$ cat config.mk
export PLATFORM = sky130hd
export DESIGN_NAME = muldiv_unit
export DESIGN_NICKNAME = d
export VERILOG_FILES = /design/src/rtl/muldiv_unit_pkg.sv /design/src/rtl/muldiv_unit_div_core.sv /design/src/rtl/muldiv_unit.sv
export SDC_FILE = /design/constraint.sdc
export NUM_CORES = 1
export LEC_CHECK = 0
export BUFFER_PORTS_ARGS = -buffer_cell sky130_fd_sc_hd__buf_2
export CAP_MARGIN = 30
export CORE_MARGIN = 4
export CORE_UTILIZATION = 42
export CTS_CLUSTER_DIAMETER = 60
export CTS_CLUSTER_SIZE = 20
export DETAILED_ROUTE_END_ITERATION = 12
export SYNTH_ARGS = -nofsm -noshare
export SYNTH_HDL_FRONTEND = slang
export SYNTH_SLANG_ARGS = --single-unit
export TNS_END_PERCENT = 5
$ cat constraint.sdc
create_clock -name clk -period 7.18 [get_ports clk]
set_input_delay 1.436 -clock clk [delete_from_list [all_inputs] [get_ports clk]]
set_output_delay 1.436 -clock clk [all_outputs]
set_load 0.005 [all_outputs]
$ cat src/rtl/muldiv_unit_pkg.sv
// -----------------------------------------------------------------------------
// muldiv_unit_pkg
// Shared constants for the RV32M multi-cycle execute unit:
//   - ALUSel codes for the M-extension operations (ALU_MUL, ALU_DIV, ALU_REM)
//   - FSM state encodings (MD_IDLE, MD_CALC, MD_FIN)
// No ports; imported by muldiv_unit and div_core.
// -----------------------------------------------------------------------------
package muldiv_unit_pkg;

    // ALUSel codes driven by the ALU control unit for the M-extension ops
    localparam logic [3:0] ALU_MUL = 4'd10;
    localparam logic [3:0] ALU_DIV = 4'd11;
    localparam logic [3:0] ALU_REM = 4'd12;

    // Sequencer state encodings
    localparam logic [1:0] MD_IDLE = 2'd0;
    localparam logic [1:0] MD_CALC = 2'd1;
    localparam logic [1:0] MD_FIN  = 2'd2;

endpackage : muldiv_unit_pkg

$ cat src/rtl/muldiv_unit_div_core.sv
// -----------------------------------------------------------------------------
// div_core
// Unsigned restoring divider datapath, one quotient bit per cycle, MSB first.
// Holds the iteration counter, the divisor register, the dividend/quotient
// shift register and the partial remainder. Sign handling and special cases
// live in the parent.
// Ports:
//   clk, rst_n  clock, asynchronous active-low reset
//   load        capture dividend/divisor magnitudes and arm the counter
//   step        perform one restoring iteration (parent asserts in CALC)
//   dividend    unsigned dividend magnitude
//   divisor     unsigned divisor magnitude (never zero when iterated)
//   quo_step    quotient after the iteration currently being performed
//   rem_step    remainder after the iteration currently being performed
//   last        counter is 1: the iteration at this edge is the final one
// -----------------------------------------------------------------------------
module div_core
    import muldiv_unit_pkg::*;
#(
    parameter int WIDTH = 32
) (
    input  logic             clk,
    input  logic             rst_n,
    input  logic             load,
    input  logic             step,
    input  logic [WIDTH-1:0] dividend,
    input  logic [WIDTH-1:0] divisor,
    output logic [WIDTH-1:0] quo_step,
    output logic [WIDTH-1:0] rem_step,
    output logic             last
);

    localparam int CW = $clog2(WIDTH) + 1;
    localparam logic [CW-1:0] CNT_ONE  = {{(CW-1){1'b0}}, 1'b1};
    localparam logic [CW-1:0] CNT_ZERO = {CW{1'b0}};
    localparam logic [CW-1:0] CNT_FULL = CW'(WIDTH);

    logic [CW-1:0]    cnt_q, cnt_d;
    logic [WIDTH-1:0] quo_q, quo_d;
    logic [WIDTH-1:0] rem_q, rem_d;
    logic [WIDTH-1:0] dvs_q, dvs_d;

    logic [WIDTH:0]   rem_shift_s;
    logic [WIDTH:0]   diff_s;

    // One restoring iteration: shift in the next dividend bit, trial-subtract.
    // The shifted partial remainder needs WIDTH+1 bits; the stored remainder
    // is always below the divisor so WIDTH bits suffice between iterations.
    always_comb begin
        rem_shift_s = {rem_q, quo_q[WIDTH-1]};
        diff_s      = rem_shift_s - {1'b0, dvs_q};
        if (diff_s[WIDTH] == 1'b0) begin
            rem_step = diff_s[WIDTH-1:0];
            quo_step = {quo_q[WIDTH-2:0], 1'b1};
        end else begin
            rem_step = rem_shift_s[WIDTH-1:0];
            quo_step = {quo_q[WIDTH-2:0], 1'b0};
        end
    end

    // Next-state for counter and operand registers
    always_comb begin
        cnt_d = cnt_q;
        quo_d = quo_q;
        rem_d = rem_q;
        dvs_d = dvs_q;
        if (load) begin
            cnt_d = CNT_FULL;
            quo_d = dividend;
            rem_d = {WIDTH{1'b0}};
            dvs_d = divisor;
        end else if (step) begin
            quo_d = quo_step;
            rem_d = rem_step;
            if (cnt_q != CNT_ZERO) begin
                cnt_d = cnt_q - CNT_ONE;
            end else begin
                cnt_d = cnt_q;
            end
        end else begin
            cnt_d = cnt_q;
        end
    end

    assign last = (cnt_q == CNT_ONE);

    // Datapath registers
    always_ff @(posedge clk or negedge rst_n) begin
        if (!rst_n) begin
            cnt_q <= CNT_ZERO;
            quo_q <= {WIDTH{1'b0}};
            rem_q <= {WIDTH{1'b0}};
            dvs_q <= {WIDTH{1'b0}};
        end else begin
            cnt_q <= cnt_d;
            quo_q <= quo_d;
            rem_q <= rem_d;
            dvs_q <= dvs_d;
        end
    end

endmodule : div_core

$ cat src/rtl/muldiv_unit.sv
// -----------------------------------------------------------------------------
// muldiv_unit
// Multi-cycle RV32M execute unit (MUL low half, signed DIV, signed REM).
// Sequencer IDLE -> CALC (WIDTH iterations) -> FIN (done pulse). Division by
// zero and signed overflow are resolved on accept and go straight to FIN.
// Build option: define FAST_MUL_EN to use a combinational multiplier so MUL
// goes IDLE->FIN directly; otherwise MUL is an iterative shift-add.
// Ports:
//   clk, rst_n  clock, asynchronous active-low reset
//   start       M-op valid from ID/EX; sampled in IDLE or FIN
//   alu_sel     ALUSel; only ALU_MUL/ALU_DIV/ALU_REM are accepted
//   op_a, op_b  rs1 / rs2 operands
//   flush       aborts an in-flight op; blocks acceptance of start
//   busy        high during CALC (pipeline stall)
//   done        one-cycle pulse in FIN
//   result      product low half / quotient / remainder, held until next done
// -----------------------------------------------------------------------------
module muldiv_unit
    import muldiv_unit_pkg::*;
#(
    parameter int WIDTH = 32
) (
    input  logic             clk,
    input  logic             rst_n,
    input  logic             start,
    input  logic [3:0]       alu_sel,
    input  logic [WIDTH-1:0] op_a,
    input  logic [WIDTH-1:0] op_b,
    input  logic             flush,
    output logic             busy,
    output logic             done,
    output logic [WIDTH-1:0] result
);

    localparam logic [WIDTH-1:0] ZERO     = {WIDTH{1'b0}};
    localparam logic [WIDTH-1:0] ALL_ONES = {WIDTH{1'b1}};
    localparam logic [WIDTH-1:0] MOST_NEG = {1'b1, {(WIDTH-1){1'b0}}};

    // Two's-complement negate when neg is set
    function automatic logic [WIDTH-1:0] cond_neg(input logic neg, input logic [WIDTH-1:0] v);
        if (neg) begin
            return ZERO - v;
        end else begin
            return v;
        end
    endfunction

    logic [1:0]       state_q, state_d;
    logic [WIDTH-1:0] result_q, result_d;
    logic             busy_q, busy_d;
    logic             done_q, done_d;
    logic             is_rem_q, is_rem_d;
    logic             neg_quo_q, neg_quo_d;
    logic             neg_rem_q, neg_rem_d;

    logic             op_valid_s;
    logic             accept_s;
    logic             div_zero_s;
    logic             ovf_s;
    logic [WIDTH-1:0] mag_a_s;
    logic [WIDTH-1:0] mag_b_s;
    logic [WIDTH-1:0] quo_step_s;
    logic [WIDTH-1:0] rem_step_s;
    logic             core_last_s;
    logic             core_step_s;

`ifdef FAST_MUL_EN
    logic [WIDTH-1:0] fast_prod_s;
    assign fast_prod_s = op_a * op_b;
`else
    logic             is_mul_q, is_mul_d;
    logic [WIDTH-1:0] acc_q, acc_d;
    logic [WIDTH-1:0] mcand_q, mcand_d;
    logic [WIDTH-1:0] mplier_q, mplier_d;
    logic [WIDTH-1:0] acc_step_s;
    assign acc_step_s = acc_q + (mplier_q[0] ? mcand_q : ZERO);
`endif

    // Accept decode and operand conditioning
    always_comb begin
        op_valid_s = (alu_sel == ALU_MUL) || (alu_sel == ALU_DIV) || (alu_sel == ALU_REM);
        accept_s   = start && op_valid_s && !flush &&
                     ((state_q == MD_IDLE) || (state_q == MD_FIN));
        div_zero_s = (op_b == ZERO);
        ovf_s      = (op_a == MOST_NEG) && (op_b == ALL_ONES);
        mag_a_s    = cond_neg(op_a[WIDTH-1], op_a);
        mag_b_s    = cond_neg(op_b[WIDTH-1], op_b);
        core_step_s = (state_q == MD_CALC);
    end

    div_core #(.WIDTH(WIDTH)) u_div_core (
        .clk      (clk),
        .rst_n    (rst_n),
        .load     (accept_s),
        .step     (core_step_s),
        .dividend (mag_a_s),
        .divisor  (mag_b_s),
        .quo_step (quo_step_s),
        .rem_step (rem_step_s),
        .last     (core_last_s)
    );

    // Sequencer, result capture and multiplier iteration
    always_comb begin
        state_d   = state_q;
        result_d  = result_q;
        is_rem_d  = is_rem_q;
        neg_quo_d = neg_quo_q;
        neg_rem_d = neg_rem_q;
`ifndef FAST_MUL_EN
        is_mul_d  = is_mul_q;
        acc_d     = acc_q;
        mcand_d   = mcand_q;
        mplier_d  = mplier_q;
`endif
        case (state_q)
            MD_IDLE, MD_FIN: begin
                if (accept_s) begin
                    is_rem_d  = (alu_sel == ALU_REM);
                    neg_quo_d = op_a[WIDTH-1] ^ op_b[WIDTH-1];
                    neg_rem_d = op_a[WIDTH-1];
`ifndef FAST_MUL_EN
                    is_mul_d  = (alu_sel == ALU_MUL);
`endif
                    if (alu_sel == ALU_MUL) begin
`ifdef FAST_MUL_EN
                        result_d = fast_prod_s;
                        state_d  = MD_FIN;
`else
                        acc_d    = ZERO;
                        mcand_d  = op_a;
                        mplier_d = op_b;
                        state_d  = MD_CALC;
`endif
                    end else if (div_zero_s) begin
                        result_d = (alu_sel == ALU_REM) ? op_a : ALL_ONES;
                        state_d  = MD_FIN;
                    end else if (ovf_s) begin
                        result_d = (alu_sel == ALU_REM) ? ZERO : op_a;
                        state_d  = MD_FIN;
                    end else begin
                        state_d  = MD_CALC;
                    end
                end else begin
                    // Invalid sel or no start: IDLE holds, FIN always retires
                    state_d = MD_IDLE;
                end
            end
            MD_CALC: begin
`ifndef FAST_MUL_EN
                acc_d    = acc_step_s;
                mcand_d  = {mcand_q[WIDTH-2:0], 1'b0};
                mplier_d = {1'b0, mplier_q[WIDTH-1:1]};
`endif
                if (flush) begin
                    state_d = MD_IDLE;
                end else if (core_last_s) begin
                    // Final iteration happens at this edge, so use step values
                    state_d = MD_FIN;
`ifndef FAST_MUL_EN
                    if (is_mul_q) begin
                        result_d = acc_step_s;
                    end else
`endif
                    if (is_rem_q) begin
                        result_d = cond_neg(neg_rem_q, rem_step_s);
                    end else begin
                        result_d = cond_neg(neg_quo_q, quo_step_s);
                    end
                end else begin
                    state_d = MD_CALC;
                end
            end
            default: begin
                state_d = MD_IDLE;
            end
        endcase
        busy_d = (state_d == MD_CALC);
        done_d = (state_d == MD_FIN);
    end

    // Control and result registers
    always_ff @(posedge clk or negedge rst_n) begin
        if (!rst_n) begin
            state_q   <= MD_IDLE;
            result_q  <= ZERO;
            busy_q    <= 1'b0;
            done_q    <= 1'b0;
            is_rem_q  <= 1'b0;
            neg_quo_q <= 1'b0;
            neg_rem_q <= 1'b0;
        end else begin
            state_q   <= state_d;
            result_q  <= result_d;
            busy_q    <= busy_d;
            done_q    <= done_d;
            is_rem_q  <= is_rem_d;
            neg_quo_q <= neg_quo_d;
            neg_rem_q <= neg_rem_d;
        end
    end

`ifndef FAST_MUL_EN
    // Shift-add multiplier registers
    always_ff @(posedge clk or negedge rst_n) begin
        if (!rst_n) begin
            is_mul_q <= 1'b0;
            acc_q    <= ZERO;
            mcand_q  <= ZERO;
            mplier_q <= ZERO;
        end else begin
            is_mul_q <= is_mul_d;
            acc_q    <= acc_d;
            mcand_q  <= mcand_d;
            mplier_q <= mplier_d;
        end
    end
`endif

    assign busy   = busy_q;
    assign done   = done_q;
    assign result = result_q;

endmodule : muldiv_unit

Yosys cells after proc, flatten, opt, wreduce, memory -nomap -nowiden
Cells that the tools add are included.

Flip-flop bits (word level): 238. Input port bits: 72. Output and inout bits: 34.

$add $sub $neg: 7. Equality and inequality tests: 16. Mux-type cells: 41. Bitwise gates (word level): 1. Reductions and logical operators: 19.

Operators by type and width (count): $mux 32 (26); $pmux 32 s2 (4); $sub 1x32->32 const A (4); $eq 32x32->1 const B (2); $sub 33x32->33 (1); $add 32x32->32 (1); $logic_not 32->1 (1); $mux 6 (3); $eq 4x4->1 const B (3); $mux 2 (6); $ne 2x2->1 const B (5); $eq 6x1->1 const B (1); $reduce_and 6->1 (1); $reduce_bool 2->1 (3); $reduce_bool 6->1 (1); $sub 6x1->6 const B (1); $eq 2x1->1 const B (2); $eq 2x2->1 const B (2); $logic_and 1x1->1 (4); $pmux 2 s2 (1); $reduce_and 2->1 (2); $logic_or 1x1->1 (3); $ne 3x3->1 const B (1); $reduce_and 3->1 (1); 5 further kinds (5).

Logic depth before layout (Yosys ltp)
Word-level depth: 9. Depth in mapped cells: 26. Gate-level depth less buffers: 23.

Modules after synthesis
Synthesis repeated with hierarchy kept, for this count alone.

Cells, all modules: 2206. Area total of the unflattened synthesis: 17635.7 µm².

By module, submodules not included: muldiv_unit (times used 1, cells an instance 1358, area an instance 10714.0 µm², sequential area each 3403.3 µm²); div_core (times used 1, cells an instance 848, area an instance 6921.6 µm², sequential area each 2552.4 µm²).

Worst setup path before layout
No wires, ideal clock.

Kind: reg2reg. Start: reg u_div_core.quo_q[31]. End: reg result_q[30], in the netlist result[30]. Data arrival time: 5005 ps. Required time: 7054 ps. Setup slack: 2049 ps. Cell stages (with the launch flop): 24. Buffers on the path: 2. Period minus slack after synthesis: 5131 ps. Cells stage by stage: dfrtp_1 inv_1 ha_1 inv_1 fa_1 a211oi_1 o211ai_1 nand3_2 a21oi_2 nor3_2 nor2_8 inv_2 clkbuf_1 buf_1 mux2i_1 ha_1 nand3_1 or4_1 nor3_1 a21oi_1 or3_1 o31ai_1 nand2_1 a221o_1.

Cells in the longest elaborated chain, start to end: 9. Elaborated cells on any way between the ends: 12.

RTL lines: start: declaration (line muldiv_unit_div_core.sv:39) `logic [WIDTH-1:0] quo_q, quo_d;`; start signal: assignment (line muldiv_unit_div_core.sv:91) `quo_q <= {WIDTH{1'b0}};`; start signal: assignment (line muldiv_unit_div_core.sv:96) `quo_q <= quo_d;`; $sub 33x32->33 (line muldiv_unit_div_core.sv:51) `diff_s = rem_shift_s - {1'b0, dvs_q};`; $mux 1 / $mux 32 (equally long branches) (line muldiv_unit_div_core.sv:52) `if (diff_s[WIDTH] == 1'b0) begin`; $sub 1x32->32 (line muldiv_unit.sv:42) `return ZERO - v;`; $mux 32 (line muldiv_unit.sv:41) `if (neg) begin`; $mux 32 (*) (line muldiv_unit.sv:165) `if (is_rem_q) begin`; $mux 32 (*) (line muldiv_unit.sv:161) `if (is_mul_q) begin`; $mux 32 (*) (line muldiv_unit.sv:157) `end else if (core_last_s) begin`; $mux 32 (*) (line muldiv_unit.sv:155) `if (flush) begin`; $pmux 32 s2 (*) (line muldiv_unit.sv:116) `case (state_q)`; end signal: assignment (line muldiv_unit.sv:194) `result_q <= result_d;`; end: declaration (line muldiv_unit.sv:49) `logic [WIDTH-1:0] result_q, result_d;`.

Every way passes the cells marked *; elsewhere a longest branch is shown, timed or not. The select of a mux whose other input is x is not followed. A chain may end at the register's enable or synchronous reset.

Worst setup path in the final report
Ends and elaborated chain as after synthesis.

==> flow_summary.yaml <==
finish:
  drive_above_1_share_pct: 10.1
  final_cell_mix: "238 x dfrtp_1, 224 x nor2_1, 224 x o21ai_0, 205 x nand2_1, 174 x a21oi_1"
  nets: 2332
  final_util_pct: 47.4
  antennaDiodeCount: 0
  final_common_cell: "dfrtp_1"
  stdcell_area_mm2: 0.0194
  syn_to_final_growth_pct: 11.5
timing:
  skew_ns: 0.0172
  drv_slew: 0
  max_slew_margin_pct: 27.9
  fin_setup_tns_ns: 0
  tightest_slew_ns: 1.08
  fin_crit_sh_pct: 82.1
  timing.fmax_mhz: 170
  period_minus_slack_ns: 5.89
  finalSetupViolations: 0
  rsz0062_at_grt: "false"
  hold_viol: 0
worst_setup_path:
  cp-start-kind: "register"
  arrival_ns: 6.36
  worst-setup-path-type: "reg -> reg"
  path_cells: "inv_1 > ha_1 > inv_1 > fa_1 > a211oi_1 > o211ai_1 > nand3_2 > a21oi_2 > o21a_4 > nor2_8 > inv_2 > a21oi_1 > ha_1 > nand3_1 > or4_1 > nor3_1 > a21oi_1 > or3_1 > o31ai_1 > nand2_1 > a221o_1"
  cp.required_ns: 7.64
  worstReg2RegStart: "u_div_core.quo_q[31]$_DFFE_PN0P_"
  slowest_delay_ns: 0.59
  end_kind: "register"
  rr_worst_depth: 21
  reg2reg_to: "result[30]$_DFFE_PN0P_"
  crit_fanout: 44
  cp_slowest_cell: "nor2_8"
  r2r_slack_ns: 1.29
clock_network:
  cts_buffers: 29
  ctsHtreeMaxLevel: 1
  cts_sinks: 238
  clkSlewWorstSetupHoldPaths_ns: 0.07
  clock_path_buffers: 3
  post_cts_buffers: 0
  clock-root-buffer: "clkbuf_16"
  clkLatencyLatePin_ns: 0.58
  cts_tree: "yes"
  cts_hold_buf: 0
  post_cts_resized: 0
hold_path:
  hp-start: "u_div_core.dvs_q[26]$_DFFE_PN0P_"
  holdCritPathClass: "reg -> reg"
  holdPathEnd: "u_div_core.dvs_q[26]$_DFFE_PN0P_"
  hold_depth: 2
detailed_routing:
  drt_iter0_drc: 1361
  drcViolationCount: 0
  totalWireLength_um: 56900
  drtPass1Iterations: 5
  antenna_left: 0
  vias: 16500
  wl_per_cell_um: 20.7
  vias_per_cell: 6.01
placement:
  gp_congestion: 0.897
  io_buffers: 105
  place_hpwl_um: 41500
  placed_area_mm2: 0.0184
floorplanning:
  core_area_mm2: 0.0408
  die_x_um: 211
  row_count: 74
  io_pins: 106
  fp.dieH_um: 211
  initial_core_util_pct: 42.5
  die_area_mm2: 0.0447
power_and_ir_drop:
  power_mw: 9.57
  p_per_area_mw_per_mm2: 494
  p_leak_nw: 8.36
  vdd_drop_max_mv: 0.229
grt:
  grt_pass1_wl_um: 89000
  grt_start_max_net_pins: 151
  track_usage_pct: 24.8
  gr-total-overflow: 0
  antenna_found_initial: 3
  grt_pass1_vias: 15700
yosys:
  synth_cells: 2155
  ys_ff_latch: 238
  syn_nets: 2299
  synthArstFlopShare_pct: 100
  synthFlopType: "dfrtp_1"
  synth.cell_area_mm2: 0.0174
  yosysWarnings: 0
  synth_seq_area_share_pct: 34.3
  yosysUniqueCellTypes: 81
  synth_edf_count: 0
  synth.avg_cell_area_um2: 8.06
run:
  cap_violations: 0
outcome:
  outcome: "completed"
-- area by class of cell --
class                   instances  area, µm²
clock buffers                  33        771
well taps                     532        666
clock inverters                19        190
fillers                      4039      21500
multi-input cells            1718      10700
inverters                      68        255
repair buffers                133        796
flip-flops and latches        238       5960
-- cell usage after synthesis, types with 30 or more instances --
cell | count | share of area (%)
nor3_1 | 43 | 1.2
o22ai_1 | 57 | 2.1
and2_1 | 36 | 1.3
nor2_1 | 225 | 4.9
xor2_1 | 114 | 5.7
inv_1 | 66 | 1.4
dfrtp_1 | 238 | 34
xnor2_1 | 60 | 3.0
a21oi_1 | 174 | 5.0
clkbuf_1 | 92 | 2.0
nand3_1 | 66 | 1.9
o21ai_0 | 224 | 6.5
o31ai_1 | 37 | 1.6
ha_1 | 70 | 5.0
a22oi_1 | 30 | 1.3
nand2_1 | 206 | 4.5
-- critical path: cells and delay by family (launching register included) --
family	cells	cell delay (ns)
AO/OA/AOI/OAI	8	2.06
adder cells (fa/ha/maj)	3	0.84
buffers and inverters	3	0.40
flip-flops	1	0.41
AND/OR/NAND/NOR	7	2.05
-- per-stage QoR --
| stage | instances | hold slack [ns] | setup slack, ns |
|---|---|---|---|
| 3_5_place_dp | 2687 | 0.470 | 1.43 |
| 4_1_cts | 2739 | 0.485 | 1.43 |
| 5_1_grt | 2741 | 0.492 | 0.872 |
| 2_1_floorplan | 2155 | 0.450 | 2.05 |
| 3_3_place_gp | 2683 | 0.465 | 1.53 |
| 6_report | 2741 | 0.479 | 1.29 |
-- state kept, by name, indices dropped and copies added (netlist names) --
signal / flops
is_rem_q: 1
neg_rem_q: 1
u_div_core.cnt_q: 6
result: 32
u_div_core.rem_q: 32
busy: 1
neg_quo_q: 1
state_q: 2
acc_q: 32
mplier_q: 32
is_mul_q: 1
mcand_q: 32
u_div_core.quo_q: 32
u_div_core.dvs_q: 32
done: 1
-- how the worst max path moves through the flow --
stage                                startpoint  slack (ns)  cells after the start                endpoint
6_report       u_div_core.quo_q[31]$_DFFE_PN0P_        1.29                     21  result[30]$_DFFE_PN0P_
5_1_grt        u_div_core.quo_q[31]$_DFFE_PN0P_        0.87                     21  result[30]$_DFFE_PN0P_
4_1_cts        u_div_core.quo_q[31]$_DFFE_PN0P_        1.43                     21  result[30]$_DFFE_PN0P_
3_5_place_dp   u_div_core.quo_q[31]$_DFFE_PN0P_        1.43                     21  result[30]$_DFFE_PN0P_
3_3_place_gp   u_div_core.quo_q[31]$_DFFE_PN0P_        1.53                     21  result[30]$_DFFE_PN0P_
2_1_floorplan  u_div_core.quo_q[31]$_DFFE_PN0P_        2.05                     23  result[30]$_DFFE_PN0P_
-- logic make-up (layout without fill, tap and decap cells) --
group           Yosys count  count (layout)  synth area share, %
buf+inv                 199             253                 4.43
flops                   238             238                 34.3
xor+xnor                174             174                 8.78
fa+ha+maj                72              72                 5.27
compound gates          719             719                 25.7
mux                      35              35                 2.08
simple gates            718             718                 19.5
-- per-layer routing --
layer / track usage (%) / vias to the layer above / wire [µm]
li1: - / 7890 / -
met1: 36.0 / 8003 / 26100
met2: 38.7 / 499 / 25500
met3: 4.19 / 77 / 3960
met4: 6.35 / 2 / 1250
met5: 0 / - / 7
-- report_power, final --
group          internal [mW]  total (mW)  switching [mW]
logic                   2.22        5.81            3.59
registers               1.81        2.27           0.460
clock network          0.826        1.49           0.665
Note: power is estimated with default switching activity, not from simulation.
